`src/rtl/exe_muldiv_pkg.sv`:
```
// Shared constants and helpers for the iterative multiply/divide unit.
package exe_muldiv_pkg;

    localparam int WORD = 32;

    localparam logic [2:0] MD_OP_MUL   = 3'd0;
    localparam logic [2:0] MD_OP_MULH  = 3'd1;
    localparam logic [2:0] MD_OP_MULHU = 3'd2;
    localparam logic [2:0] MD_OP_DIV   = 3'd3;
    localparam logic [2:0] MD_OP_MOD   = 3'd4;
    localparam logic [2:0] MD_OP_DIVU  = 3'd5;
    localparam logic [2:0] MD_OP_MODU  = 3'd6;
    localparam logic [2:0] MD_OP_RSVD  = 3'd7;

    typedef enum logic [1:0] {
        MD_IDLE = 2'd0,
        MD_CALC = 2'd1,
        MD_FIX  = 2'd2,
        MD_DONE = 2'd3
    } md_state_e;

    function automatic logic md_op_is_div(input logic [2:0] op);
        return (op == MD_OP_DIV) || (op == MD_OP_MOD) || (op == MD_OP_DIVU) || (op == MD_OP_MODU);
    endfunction

    function automatic logic md_op_is_mod(input logic [2:0] op);
        return (op == MD_OP_MOD) || (op == MD_OP_MODU);
    endfunction

    function automatic logic md_op_is_signed(input logic [2:0] op);
        return (op == MD_OP_MUL) || (op == MD_OP_MULH) || (op == MD_OP_DIV) || (op == MD_OP_MOD);
    endfunction

    function automatic logic md_op_is_high(input logic [2:0] op);
        return (op == MD_OP_MULH) || (op == MD_OP_MULHU);
    endfunction

endpackage

```
`src/rtl/exe_muldiv_negate.sv`:
```
// Conditional two's-complement negation of a P-bit value.
module md_negate #(
    parameter int P = 32
) (
    input  logic         neg,
    input  logic [P-1:0] a,
    output logic [P-1:0] y
);

    // Negate when requested, otherwise pass through.
    always_comb begin
        if (neg) begin
            y = ~a + P'(1);
        end else begin
            y = a;
        end
    end

endmodule

```
`src/rtl/exe_muldiv.sv`:
```
// Iterative radix-2 multiply/divide unit: sign-magnitude operands, one
// shift-add or restoring shift-subtract step per cycle, sign fix-up at the end.
module exe_muldiv
    import exe_muldiv_pkg::*;
#(
    parameter int WIDTH = WORD,
    parameter int CNT_W = $clog2(WIDTH) + 1
) (
    input  logic             clk,
    input  logic             rst,
    input  logic             flush,
    input  logic             in_valid,
    output logic             in_ready,
    input  logic [2:0]       op,
    input  logic [WIDTH-1:0] src0,
    input  logic [WIDTH-1:0] src1,
    output logic             out_valid,
    input  logic             out_ready,
    output logic [WIDTH-1:0] result,
    output logic             busy
);

    md_state_e          state_r;
    logic [2:0]         op_r;
    logic               sign_r;
    logic [CNT_W-1:0]   cnt_r;
    logic [WIDTH-1:0]   opb_r;
    logic [2*WIDTH-1:0] acc_r;
    logic [WIDTH-1:0]   rem_r;
    logic               in_ready_r;
    logic               out_valid_r;
    logic               busy_r;
    logic [WIDTH-1:0]   result_r;

    logic               is_div_s;
    logic               neg0_s;
    logic               neg1_s;
    logic               div_zero_s;
    logic               accept_s;
    logic [WIDTH-1:0]   mag0_s;
    logic [WIDTH-1:0]   mag1_s;
    logic [WIDTH:0]     mul_sum_s;
    logic [WIDTH:0]     div_shift_s;
    logic [WIDTH:0]     div_diff_s;
    logic [2*WIDTH-1:0] fix_in_s;
    logic [2*WIDTH-1:0] fix_out_s;
    logic [WIDTH-1:0]   result_fix_s;

    assign is_div_s   = md_op_is_div(op);
    assign neg0_s     = md_op_is_signed(op) & src0[WIDTH-1];
    assign neg1_s     = md_op_is_signed(op) & src1[WIDTH-1];
    assign div_zero_s = is_div_s & (src1 == {WIDTH{1'b0}});
    assign accept_s   = in_valid & in_ready_r & ~flush;

    md_negate #(.P(WIDTH)) u_mag0 (.neg(neg0_s), .a(src0), .y(mag0_s));
    md_negate #(.P(WIDTH)) u_mag1 (.neg(neg1_s), .a(src1), .y(mag1_s));

    // Single-step datapath candidates for the multiply and divide iterations.
    always_comb begin
        mul_sum_s   = {1'b0, acc_r[2*WIDTH-1:WIDTH]} + (acc_r[0] ? {1'b0, opb_r} : {(WIDTH+1){1'b0}});
        div_shift_s = {rem_r, acc_r[WIDTH-1]};
        div_diff_s  = div_shift_s - {1'b0, opb_r};
    end

    // Select what the sign fix-up operates on: product, quotient or remainder.
    always_comb begin
        if (md_op_is_mod(op_r)) begin
            fix_in_s = {{WIDTH{1'b0}}, rem_r};
        end else if (md_op_is_div(op_r)) begin
            fix_in_s = {{WIDTH{1'b0}}, acc_r[WIDTH-1:0]};
        end else begin
            fix_in_s = acc_r;
        end
    end

    md_negate #(.P(2*WIDTH)) u_fix (.neg(sign_r), .a(fix_in_s), .y(fix_out_s));

    assign result_fix_s = md_op_is_high(op_r) ? fix_out_s[2*WIDTH-1:WIDTH] : fix_out_s[WIDTH-1:0];

    // Control FSM, iteration registers and registered handshake outputs.
    always_ff @(posedge clk or posedge rst) begin
        if (rst) begin
            state_r     <= MD_IDLE;
            op_r        <= 3'd0;
            sign_r      <= 1'b0;
            cnt_r       <= {CNT_W{1'b0}};
            opb_r       <= {WIDTH{1'b0}};
            acc_r       <= {(2*WIDTH){1'b0}};
            rem_r       <= {WIDTH{1'b0}};
            in_ready_r  <= 1'b1;
            out_valid_r <= 1'b0;
            busy_r      <= 1'b0;
            result_r    <= {WIDTH{1'b0}};
        end else if (flush) begin
            state_r     <= MD_IDLE;
            in_ready_r  <= 1'b1;
            out_valid_r <= 1'b0;
            busy_r      <= 1'b0;
        end else begin
            case (state_r)
                MD_IDLE: begin
                    if (accept_s) begin
                        op_r       <= op;
                        cnt_r      <= CNT_W'(WIDTH);
                        in_ready_r <= 1'b0;
                        busy_r     <= 1'b1;
                        if (op == MD_OP_RSVD) begin
                            // Zero operands make the fix-up stage yield 0.
                            sign_r  <= 1'b0;
                            opb_r   <= {WIDTH{1'b0}};
                            acc_r   <= {(2*WIDTH){1'b0}};
                            rem_r   <= {WIDTH{1'b0}};
                            state_r <= MD_FIX;
                        end else if (div_zero_s) begin
                            // Preload the architectural divide-by-zero answers.
                            sign_r  <= 1'b0;
                            opb_r   <= {WIDTH{1'b0}};
                            acc_r   <= {{WIDTH{1'b0}}, {WIDTH{1'b1}}};
                            rem_r   <= src0;
                            state_r <= MD_FIX;
                        end else begin
                            sign_r  <= md_op_is_mod(op) ? neg0_s : (neg0_s ^ neg1_s);
                            opb_r   <= is_div_s ? mag1_s : mag0_s;
                            acc_r   <= {{WIDTH{1'b0}}, (is_div_s ? mag0_s : mag1_s)};
                            rem_r   <= {WIDTH{1'b0}};
                            state_r <= MD_CALC;
                        end
                    end else begin
                        state_r <= MD_IDLE;
                    end
                end
                MD_CALC: begin
                    cnt_r <= cnt_r - CNT_W'(1);
                    if (md_op_is_div(op_r)) begin
                        acc_r <= {acc_r[2*WIDTH-1:WIDTH], acc_r[WIDTH-2:0], ~div_diff_s[WIDTH]};
                        rem_r <= div_diff_s[WIDTH] ? div_shift_s[WIDTH-1:0] : div_diff_s[WIDTH-1:0];
                    end else begin
                        acc_r <= {mul_sum_s, acc_r[WIDTH-1:1]};
                    end
                    if (cnt_r == CNT_W'(1)) begin
                        state_r <= MD_FIX;
                    end else begin
                        state_r <= MD_CALC;
                    end
                end
                MD_FIX: begin
                    result_r    <= result_fix_s;
                    busy_r      <= 1'b0;
                    out_valid_r <= 1'b1;
                    state_r     <= MD_DONE;
                end
                MD_DONE: begin
                    if (out_ready) begin
                        out_valid_r <= 1'b0;
                        in_ready_r  <= 1'b1;
                        state_r     <= MD_IDLE;
                    end else begin
                        state_r <= MD_DONE;
                    end
                end
                default: begin
                    state_r     <= MD_IDLE;
                    in_ready_r  <= 1'b1;
                    out_valid_r <= 1'b0;
                    busy_r      <= 1'b0;
                end
            endcase
        end
    end

    assign in_ready  = in_ready_r;
    assign out_valid = out_valid_r;
    assign busy      = busy_r;
    assign result    = result_r;

endmodule

```
`config.mk`:
```
export PLATFORM = sky130hd
export DESIGN_NAME = exe_muldiv
export DESIGN_NICKNAME = d
export VERILOG_FILES = /design/src/rtl/exe_muldiv_pkg.sv /design/src/rtl/exe_muldiv_negate.sv /design/src/rtl/exe_muldiv.sv
export SDC_FILE = /design/constraint.sdc
export NUM_CORES = 1
export LEC_CHECK = 0
export CORE_UTILIZATION = 54
export DETAILED_ROUTE_END_ITERATION = 10
export PLACE_DENSITY = 0.84
export SLEW_MARGIN = 15
export SYNTH_ARGS = -nofsm -noshare
export SYNTH_HDL_FRONTEND = slang
export SYNTH_HIERARCHICAL = 1
export SYNTH_SLANG_ARGS = --single-unit
```
`constraint.sdc`:
```
create_clock -name clk -period 7.6 [get_ports clk]
set_input_delay 1.52 -clock clk [delete_from_list [all_inputs] [get_ports clk]]
set_output_delay 1.52 -clock clk [all_outputs]
set_load 0.01 [all_outputs]
```
==> run_results.csv <==
group,metric,value,unit
timing,setup_viol,0,
timing,worstMarginPinSlew,1.00,ns
drt,antenna_left,0,
worst_setup_path,end_kind,"flop",
layout,diodes,0,
floorplanning,pin_count,107,
synthesis,synth_commonest_cells,"177 x a21oi_1, 175 x nand2_1, 174 x dfrtp_1",
clock_tree,clock-sinks,175,
worst_setup_path,path_max_fanout,34,
drt,via_per_inst,6.45,
floorplanning,die_w,175,um
worst_setup_path,critical_path.top_delay_family,"compound AO/OA/AOI/OAI gates",
synthesis,yosysTopAreaCellShare,27.0,%
power,p_leak,7.64,nW
synthesis,synth_cell_types,96,
clock_tree,post_cts_buffers,0,
synthesis,synth_xor_area_share,9.57,%
synthesis,synth_fp_nets,2014,
clock_tree,cts_buffers,17,
timing,maxSlewViolCount,0,
global_route,antenna_found_initial,0,
synthesis,syn_inst,1871,
clock_tree,path_clk_slew,0.08,ns
drt,vias,14912,
clock_tree,worstSkewPairLatency,0.45,ns
timing,hold_viol_final,0,
floorplanning,design.core.area,29000,um^2
synthesis,synth_top_flop_cell,"dfrtp_1",
worst_setup_path,cp.required,7.90,ns
synthesis,synth-simple-area-share,18.4,%
worst_hold_path,hp-start,"sign_r",
placement,dp_hpwl,35.3,mm
layout,area.growth.synth_to_final,12.1,%
synthesis,yosys_warnings,6,
worst_setup_path,r2r_cells,13,
worst_setup_path,crit_start,"acc_r[31]",
placement,place.gp.congestion,0.968,
global_route,grt_pass1_wl,74.4,mm
worst_hold_path,hold_depth,2,
clock_tree,clock_path_buffers,2,
placement,placed_cells,2281,
timing,fin_tns_setup,0,ns
worst_setup_path,reg2reg_from,"acc_r[31]",
timing,fin_skew,0.0239,ns
layout,nNetsFinal,2059,
synthesis,syn_avg_cell_area,8.60,um^2
clock_tree,postCtsHoldBufs,0,
synthesis,synth_area,16100,um^2
power,p_total,0.00546,W
synthesis,yosysTopAreaCell,"dfrtp_1",
floorplanning,die-area,30500,um^2
floorplanning,die_h,175,um
synthesis,yosysMostFrequentCell,"a21oi_1",
clock_tree,htree_levels,4,
drt,dr.pass1.iters,6,
timing,fmax,225,MHz
floorplanning,rows,62,
global_route,grt_start_max_net_pins,110,
clock_tree,cts_tree,"done",
drt,wirelength,46.0,mm
worst_setup_path,path_buf_inv,2,
timing,rsz0062_at_grt,"no",
worst_setup_path,cp.depth,13,
timing,slew_headroom,33.0,%
layout,layoutNonFillerInstCount,2313,
synthesis,synth_compound_area_share,24.3,%
floorplanning,start_util,55.5,%
drt,dr.first_iter.drc_count,1416,
synthesis,yosysSeqAreaShare,27.2,%
clock_tree,cts_resized,0,
power,power_density,302,nW/um^2
status,outcome,"complete, no violations",
synthesis,synth.top_cells.by_area,"dfrtp_1 27%, xnor2_1 8.4%, mux2i_1 6.6%, a21oi_1 5.5%, ha_1 5.4%",
synthesis,synthMuxAreaShare,10.9,%
global_route,grt_pass1_vias,14035,
global_route,overflow,0,
worst_setup_path,crit_chain,"inv_1 > ha_1 > fa_1 > and2b_1 > o2111ai_2 > a2111oi_2 > nor2_1 > o221ai_2 > o22ai_2 > xor2_4 > inv_2 > mux2i_1 > o21ai_1",
layout,layout-drive-gt1-share,10.6,%
synthesis,synth_top_family_by_area,"compound AO/OA/AOI/OAI gates",
worst_hold_path,hp-class,"reg2reg",
timing,min_period,4.44,ns
worst_setup_path,path_class,"reg2reg",
drt,drc,0,
clock_tree,cts_root_buffer,"clkbuf_16",
worst_setup_path,crit_path_start_kind,"flop",
worst_setup_path,slowest_stage,"xor2_4",
worst_setup_path,worstPathArrival,4.74,ns
synthesis,synth-edff-count,0,
drt,wl_per_cell,19.9,um
worst_setup_path,cpPeakStageDelay,0.82,ns
placement,numPortBuffers,106,
timing,finalCritPeriodShare,58.4,%
synthesis,ys_async_sr_fraction,100,%
synthesis,synth-adder-area-share,5.61,%
run,maxCapViolations,0,
global_route,grt.total_usage,30.4,%
synthesis,synth_seq_cells,175,
power,peakVddDrop,0.174,mV
routing by layer:
metal	vias to the layer above	GRT usage (%)	part of all wire, %	wire length, um
met1	7107	43.0	44	20000
met3	102	3.50	9.0	4120
met5	-	0	0	0
met2	731	47.7	44	20400
li1	6972	-	-	-
met4	0	11.2	3.3	1520
power by group:
part	total, W	switching [W]	internal, W	leakage (nW)
sequential	0.00147	0.000280	0.00119	2.25
combinational	0.00309	0.00176	0.00133	5.10
clock	0.000889	0.000432	0.000457	0.293
worst register-to-register path: cells and delay by family, from the launching register on:
family          cells  cell delay, ns
buf+inv             2            0.47
xor+xnor            1            0.82
flops               1            0.48
mux                 1            0.28
fa+ha+maj           2            0.61
compound gates      5            1.15
simple gates        2            0.50
cells by family after synthesis:
family                   Yosys count
multiplexers                     167
AND/OR/NAND/NOR                  536
XOR/XNOR                         175
buffers and inverters            163
AO/OA/AOI/OAI                    584
flip-flops                       175
adder cells (fa/ha/maj)           71
metrics by stage:
step	instance area [um^2]	worst slack (ns)	util (%)	hold WS [ns]
2_1_floorplan	16100	1.34	-	0.448
3_3_place_gp	17500	2.77	60.1	0.469
3_5_place_dp	17500	2.71	60.1	0.501
4_1_cts	18000	3.16	62.2	0.518
5_1_grt	18100	2.87	62.2	0.562
6_report	18100	3.16	62.2	0.522
sequential cells by signal (all words and copies together), names as in the netlist:
name and count:
out_valid 1, opb_r 32, rem_r 32, acc_r 64, op_r 3, state_r 2, sign_r 1, result 32
cnt_r 6, busy 1, in_ready 1
final cells by class:
class,count,area [um^2]
clock buffer,19,453
clock inverter,13,141
fill,2473,11000
inverter,63,241
multi-input combinational,1533,11100
sequential,175,4380
tap,384,480
timing repair buffer,126,1210
path summary, 6_finish.rpt:
kind / to / slack, ns
worst min register to register: sign_r / 0.52
worst min-delay path: sign_r / 0.52
worst max register to register: rem_r[30] / 3.16
worst max-delay path: rem_r[30] / 3.16
max in group asynchronous: rem_r[29] / 4.46
min in group asynchronous: rem_r[1] / 1.69
cell usage in the layout, fill, tap and decap left out, types with 20 or more instances in the layout:
| master | count |
|---|---|
| mux2_2 | 61 |
| nand2_1 | 173 |
| o21ai_1 | 41 |
| a22o_1 | 27 |
| xnor2_1 | 153 |
| buf_4 | 20 |
| o31ai_1 | 72 |
| and2_1 | 71 |
| inv_1 | 60 |
| ha_1 | 69 |
| a21o_1 | 29 |
| clkdlybuf4s50_1 | 106 |
| o41ai_1 | 20 |
| nor2_1 | 91 |
| dfrtp_1 | 173 |
| a22oi_1 | 30 |
| o21ai_0 | 96 |
| a21oi_1 | 177 |
| mux2i_1 | 106 |
(Power assumes the default switching activity.)
